===== src/rtl/bcd_sync_counter.sv =====
// Two-digit synchronous BCD up/down counter with programmable terminal value,
// enable prescaler, parallel load and one-cycle wrap/step pulses. Feeds the
// BCD-to-seven-segment decoders, so digit outputs always stay within 0..9.
//
// Ports:
//   clk        in   rising-edge system clock
//   reset      in   synchronous active-high reset
//   en         in   count enable; prescaler and digits hold when low
//   up         in   direction, 1 = increment, 0 = decrement
//   load       in   synchronous parallel load strobe (beats counting)
//   load_tens  in   BCD tens value to load
//   load_units in   BCD units value to load
//   tens       out  registered BCD tens digit
//   units      out  registered BCD units digit
//   carry      out  one-cycle pulse coincident with the wrapped value
//   step       out  one-cycle pulse whenever counting changed the digits
module bcd_sync_counter #(
  parameter int unsigned PRESCALE  = 1,
  parameter int unsigned MAX_TENS  = 5,
  parameter int unsigned MAX_UNITS = 9
) (
  input  logic       clk,
  input  logic       reset,
  input  logic       en,
  input  logic       up,
  input  logic       load,
  input  logic [3:0] load_tens,
  input  logic [3:0] load_units,
  output logic [3:0] tens,
  output logic [3:0] units,
  output logic       carry,
  output logic       step
);

  localparam int unsigned PsW = (PRESCALE > 1) ? $clog2(PRESCALE) : 1;
  localparam logic [PsW-1:0] PsLast = PsW'(PRESCALE - 1);
  localparam logic [3:0] MaxT = 4'(MAX_TENS);
  localparam logic [3:0] MaxU = 4'(MAX_UNITS);

  logic [PsW-1:0] ps_q, ps_d;
  logic [3:0]     tens_q, tens_d;
  logic [3:0]     units_q, units_d;
  logic           carry_q, carry_d;
  logic           step_q, step_d;
  logic           do_step;
  logic           at_max, at_zero, load_ok;

  assign do_step = en && (ps_q == PsLast);
  assign at_max  = (tens_q == MaxT) && (units_q == MaxU);
  assign at_zero = (tens_q == 4'd0) && (units_q == 4'd0);
  // Valid BCD digits order the same as their numeric value, so the 8-bit
  // concatenation compares correctly against the terminal value.
  assign load_ok = (load_tens <= 4'd9) && (load_units <= 4'd9) &&
                   ({load_tens, load_units} <= {MaxT, MaxU});

  always_comb begin
    ps_d    = ps_q;
    tens_d  = tens_q;
    units_d = units_q;
    carry_d = 1'b0;
    step_d  = 1'b0;

    if (en) begin
      ps_d = do_step ? '0 : ps_q + 1'b1;
    end

    if (do_step) begin
      step_d = 1'b1;
      if (up) begin
        if (at_max) begin
          tens_d  = 4'd0;
          units_d = 4'd0;
          carry_d = 1'b1;
        end else if (units_q == 4'd9) begin
          units_d = 4'd0;
          tens_d  = tens_q + 4'd1;
        end else begin
          units_d = units_q + 4'd1;
        end
      end else begin
        if (at_zero) begin
          tens_d  = MaxT;
          units_d = MaxU;
          carry_d = 1'b1;
        end else if (units_q == 4'd0) begin
          units_d = 4'd9;
          tens_d  = tens_q - 4'd1;
        end else begin
          units_d = units_q - 4'd1;
        end
      end
    end

    // Load suppresses any coincident step and restarts the prescaler.
    if (load) begin
      ps_d    = '0;
      carry_d = 1'b0;
      step_d  = 1'b0;
      tens_d  = load_ok ? load_tens  : 4'd0;
      units_d = load_ok ? load_units : 4'd0;
    end
  end

  always_ff @(posedge clk) begin
    if (reset) begin
      ps_q    <= '0;
      tens_q  <= 4'd0;
      units_q <= 4'd0;
      carry_q <= 1'b0;
      step_q  <= 1'b0;
    end else begin
      ps_q    <= ps_d;
      tens_q  <= tens_d;
      units_q <= units_d;
      carry_q <= carry_d;
      step_q  <= step_d;
    end
  end

  assign tens  = tens_q;
  assign units = units_q;
  assign carry = carry_q;
  assign step  = step_q;

endmodule


===== config.mk =====
export PLATFORM = sky130hd
export DESIGN_NAME = bcd_sync_counter
export DESIGN_NICKNAME = d
export VERILOG_FILES = /design/src/rtl/bcd_sync_counter.sv
export SDC_FILE = /design/constraint.sdc
export NUM_CORES = 1
export LEC_CHECK = 0
export ABC_AREA = 1
export ABC_CLOCK_PERIOD_IN_PS = 3400
export CAP_MARGIN = 20
export CORE_ASPECT_RATIO = 1.1
export CORE_MARGIN = 3
export CORE_UTILIZATION = 41
export DETAILED_ROUTE_END_ITERATION = 10
export PLACE_DENSITY = 0.68
export SYNTH_ARGS = -nofsm -noshare
export SYNTH_HDL_FRONTEND = slang
export SYNTH_SLANG_ARGS = --single-unit

===== constraint.sdc =====
create_clock -name clk -period 3.4 [get_ports clk]
set_input_delay 0.51 -clock clk [delete_from_list [all_inputs] [get_ports clk]]
set_output_delay 0.51 -clock clk [all_outputs]
set_load 0.05 [all_outputs]

======== Word-level counts from Yosys, hierarchy flattened ========
Cells that the tools add are included.
operators by class
  add/sub/neg operators ................... 5
  multipliers ............................. 0
  divide/modulo/power cells ............... 0
  $lt $le $gt $ge ......................... 3
  equal/unequal tests ..................... 3
  shift-type cells ........................ 0
  mux-type cells .......................... 21
  bitwise operators ....................... 2
  reductions and logical operators ........ 12
operators by type and width
  cell                                                                               number
  4-bit 2-to-1 mux                                                                   16
  4-bit by 1-bit adder with 4-bit output (second input constant)                     2
  4-bit less-or-equal comparator (second input constant)                             2
  8-bit by 7-bit less-or-equal comparator with 1-bit output (second input constant)  1
  4-bit logical NOT                                                                  2
  4-bit by 1-bit subtractor with 4-bit output (second input constant)                2
  1-bit logical AND                                                                  5
  1-bit 2-to-1 mux                                                                   5
  4-bit by 3-bit == test with 1-bit output (second input constant)                   1
  4-bit == test (second input constant)                                              1
  4-bit by 1-bit != test with 1-bit output (second input constant)                   1
  4-bit nonzero test                                                                 1
  3-bit AND reduction                                                                1
  3-bit OR reduction                                                                 1
  1-bit NOT                                                                          2
  2-bit nonzero test                                                                 1
  2-bit OR reduction                                                                 1
  1-bit adder (second input constant)                                                1
storage, ports and cells
  flip-flop bits (word level) ............. 11
  bits in latches ......................... 0
  bits in writable memories ............... 0
  ROM bits ................................ 0
  output and inout bits ................... 10
  memories kept ........................... 0

======== Longest topological paths before layout ========
Gate-level depths: netlist of the first run.
  word-level depth ........................ 6
  gate-level depth with buffers ........... 9

======== Least setup slack after synthesis of the first run ========
Ideal clock, no wire load.
  kind .................................... flip-flop to flip-flop
  start ................................... register units_q[0], in the netlist units[0]
  end ..................................... register tens_q[0], in the netlist tens[0]
  library setup time ...................... 119 ps
  arrival time ............................ 1625 ps
  slack ................................... 1656 ps
  cell stages (with the launch flop) ...... 9
  buffers on the path ..................... 0
  clock period less this slack ............ 1744 ps
  cell sequence ........................... dfxtp_1 inv_1 ha_1 nand2_4 nand2_4 nand3_4 clkinv_4 o21ai_1 a21oi_2
between the ends
  longest elaborated chain between the ends .. 6
  elaborated cells between the ends (all ways) .. 12
  those cells by class .................... eq/ne: 2; mux: 5; reduce/logical: 5
RTL lines
  element                                                    RTL line  RTL
  start, declared                                            42        logic [3:0] units_q, units_d;
  start signal, assigned                                     114       units_q <= units_d;
  4-bit == test / 4-bit logical NOT (equally long branches)  n/a
  1-bit logical AND (on tied branches)                       49, 50
  4-bit 2-to-1 mux (on tied branches)                        70, 81
  4-bit 2-to-1 mux                                           69        if (up) begin
  4-bit 2-to-1 mux                                           67        if (do_step) begin
  4-bit 2-to-1 mux                                           95        if (load) begin
  end signal, assigned                                       113       tens_q <= tens_d;
  end, declared                                              41        logic [3:0] tens_q, tens_d;
Several ways; a longest one is shown, not always the timed one. The select of a mux whose other input is x is not followed.
A chain may end at the register's enable or synchronous reset.

======== Final worst setup path of the first run ========
  start ................................... register units_q[3], in the netlist units[3]
  end ..................................... output port units[3]
RTL lines
  element        RTL line  RTL
  end, declared  30        output logic [3:0] units,
No word-level cell between the ends.

==> results.yml, run 1 <==
status:
  outcome: "finished, final reports clean"
clock_tree:
  clockRootBuffer: "clkbuf_4"
  cts_resized: 0
  clkTransAtPathRegs_ns: 0.08
  cts.sinks: 11
  clockBufferDepth: 2
  cts.htree.levels: 1
  post_cts_buffers: 0
  cts_made_buffers: 3
  tritoncts: "done"
  clkLatencyLatePin_ns: 0.28
  hold_buffers: 0
placement:
  dpl.hpwl_microns: 1824
  place.gp.congestion: 0.8362
  numPortBuffers: 22
yosys:
  synth_largest_area_cell: "dfxtp_1"
  synth_fa_ha_area_share_pct: 9.421
  yosys.area_share.simple_pct: 41.05
  synthMuxAreaShare_pct: 0
  synth_top_area_share_pct: 23.69
  ys_types: 26
  ys_seq_elements: 11
  synth.cell_area_sq_um: 929.6
  synth_area_leaders: "dfxtp_1 (24%), nand2_1 (10%), ha_1 (9.4%)"
  syn-mean-instance-area_sq_um: 7.043
  syn_nets: 152
  synth_top_family_by_area: "simple AND/OR/NAND/NOR gates"
  ys_seq_area_share_pct: 23.69
  synth_compound_area_share_pct: 14.67
  synthCells: 132
  synth-xor-area-share_pct: 3.769
  ys_warn_count: 0
critical_path:
  cp.buffers_inverters: 1
  reg2reg_to: "tens[0]"
  crit_path_start_kind: "flop"
  r2r_setup_slack_ns: 1.89
  worstReg2RegStart: "units[0]"
  worstSetupPathType: "flop to primary output"
  critPathTopFamily: "buffers and inverters"
  slowest_stage: "clkdlybuf4s50_1"
  cp_data_required_time_ns: 2.89
  crit_arrival_ns: 1.65
  slowest_delay_ns: 0.87
  critPathMaxFanout: 7
  end_kind: "primary output"
  crit_chain: "clkdlybuf4s50_1"
  worst_r2r_path_depth: 8
pwr:
  ir_worst_vdd_mv: 0.2056
  powerDensity_nw_per_um2: 360.3
  power_leakage_nw: 0.5102
routing:
  dr.first_iter.drc_count: 6
  drtPass1Iterations: 4
  drc_errors: 0
  vias: 956
  ant_nets: 0
  wire_per_inst_microns: 11.97
  viasPerCell: 5.140
  routed_wl_microns: 2227
sta:
  period_needed_ns: 2.163
  tightestPinTransition_ns: 0.4973
  setup_viol: 0
  period_share_pct: 63.60
  rsz0062_at_grt: "no"
  setup_tns_ns: 0
  slew_headroom_pct: 66.74
  clock_skew_ns: 0.0009226
  hold_viol: 0
  whs_ns: 0.4422
  maxSlewViolCount: 0
  fmax_ghz: 0.4624
floorplanning:
  ioPinCount: 23
  rows: 17
  die_h_microns: 55.94
  start_util_pct: 44.60
  die_area_sq_um: 2875
  core_area_sq_um: 2085
  die_w_microns: 51.40
layout:
  nets: 179
  drive_gt1_share_pct: 15.82
  final_cell_mix: "nand2_1 (25), clkdlybuf4s50_1 (22), nand3_1 (17), inv_1 (11), dfxtp_1 (11)"
  layout_commonest_cell: "nand2_1"
  antenna_cells: 0
  area_growth_pct: 30.28
grt:
  antenna_found_initial: 0
  grt_usage_pct: 18.21
  grt_max_degree: 10
  grt_pass1_wl_microns: 4008
  grt-ovfl-total: 0
  grt_pass1_vias: 929
hold_path:
  holdPathStages: 2
  hold_path_startpoint: "ps_q"
  hold_class: "flop to flop"
  min_to: "ps_q"
flow_run:
  maxCapViolCount: 0
## power breakdown
group / total (mW) / switching [mW] / internal (mW) / leakage [nW]
registers: 0.155 / 0.0165 / 0.139 / 0.0904
logic: 0.185 / 0.114 / 0.0706 / 0.405
clock network: 0.0965 / 0.0508 / 0.0456 / 0.0150
## area by class of cell
| type | instances | area, sq um |
|---|---|---|
| clock buffers | 4 | 26.28 |
| flip-flops and latches | 11 | 220.2 |
| repair buffers | 22 | 220.2 |
| multi-input cells | 104 | 640.6 |
| inverters | 17 | 68.82 |
| fillers | 215 | 873.3 |
| well taps | 28 | 35.03 |
## stage by stage
stage	std cells	worst slack (ns)	util, %	power [mW]	instance area, sq um
floorplan	132	1.656	-	0.2868	929.6
global placement	182	1.428	56.84	0.3417	1185
detailed placement	182	1.418	56.84	0.3436	1185
CTS	186	1.220	58.10	0.4400	1211
global route	186	1.154	58.10	0.4682	1211
finish	186	1.237	58.10	0.4364	1211
## layer usage
metal	part of all wire (%)	wire length (microns)	GRT usage [%]	vias to the layer above
met5	0	0	0	-
met4	1.4	31	4.494	0
met3	6.7	150	5.094	4
met2	49	1088	31.09	29
met1	43	957	22.02	430
li1	-	-	-	493
## cell families (layout without fill, tap and decap cells)
| family | Yosys count | in the layout |
|---|---|---|
| compound gates | 23 | 23 |
| xor+xnor | 4 | 4 |
| fa+ha+maj | 7 | 7 |
| buf+inv | 17 | 43 |
| flops | 11 | 11 |
| simple gates | 70 | 70 |
## worst max path at each step
stage                to  slack, ns     start  cells past startpoint
6_report       units[3]       1.24  units[3]                      1
3_5_place_dp    tens[0]       1.42      load                      7
2_1_floorplan   tens[0]       1.66  units[0]                      8
5_1_grt        units[3]       1.15  units[3]                      1
4_1_cts        units[3]       1.22  units[3]                      1
3_3_place_gp    tens[1]       1.43      load                      7
## worst register-to-register path, stage by stage (launching register included)
cell and delay, ns:
dfxtp_1 0.45, inv_1 0.13, ha_1 0.28, nand2_4 0.12, nand2_4 0.06, nand3_4 0.10
clkinv_4 0.07, o21ai_1 0.16, a21oi_2 0.04
## Yosys cell counts
cell type and instances:
nand2_1 25, nor2_4 1, o211ai_1 1, inv_2 5, ha_1 7, nand2_4 2
nor2_1 10, inv_1 11, xor2_1 4, clkinv_4 1, a21oi_1 5, nor3_1 1
a31oi_1 1, o21ai_1 6, nand3_4 2, nand2_2 2, a21boi_1 1, nand3b_1 2
and3_1 1, nand4_1 2, dfxtp_1 11, nand3_1 17, nand2_8 1, o21ai_0 5
a21oi_2 4, nor2_2 4
## state kept, by name (all words and copies together) (netlist names)
| signal | count |
|---|---|
| ps_q | 1 |
| units | 4 |
| step | 1 |
| tens | 4 |
| carry | 1 |
Power figures use the tool's default switching activity.
==> inputs of run 2 (changes only) <==
--- a/config.mk
+++ b/config.mk
@@ -6,7 +6,7 @@
 export NUM_CORES = 1
 export LEC_CHECK = 0
 export ABC_AREA = 1
-export ABC_CLOCK_PERIOD_IN_PS = 3400
+export ABC_CLOCK_PERIOD_IN_PS = 2100
 export CAP_MARGIN = 20
 export CORE_ASPECT_RATIO = 1.1
 export CORE_MARGIN = 3
==> constraint.sdc (replaced) <==
create_clock -name clk -period 2.1 [get_ports clk]
set_input_delay 0.315 -clock clk [delete_from_list [all_inputs] [get_ports clk]]
set_output_delay 0.315 -clock clk [all_outputs]
set_load 0.05 [all_outputs]
==> results of run 2 <==
The final DEF is identical to that of run 1. Status: finished, final reports clean.
Among the figures that moved: setup slack after placement 1.418 ns -> 0.3129 ns; setup slack after layout 1.237 ns -> 0.1325 ns; register-to-register setup slack 1.89 ns -> 0.59 ns; total power 0.4364 mW -> 0.7066 mW; worst IR drop on VDD 0.2056 mV -> 0.3328 mV
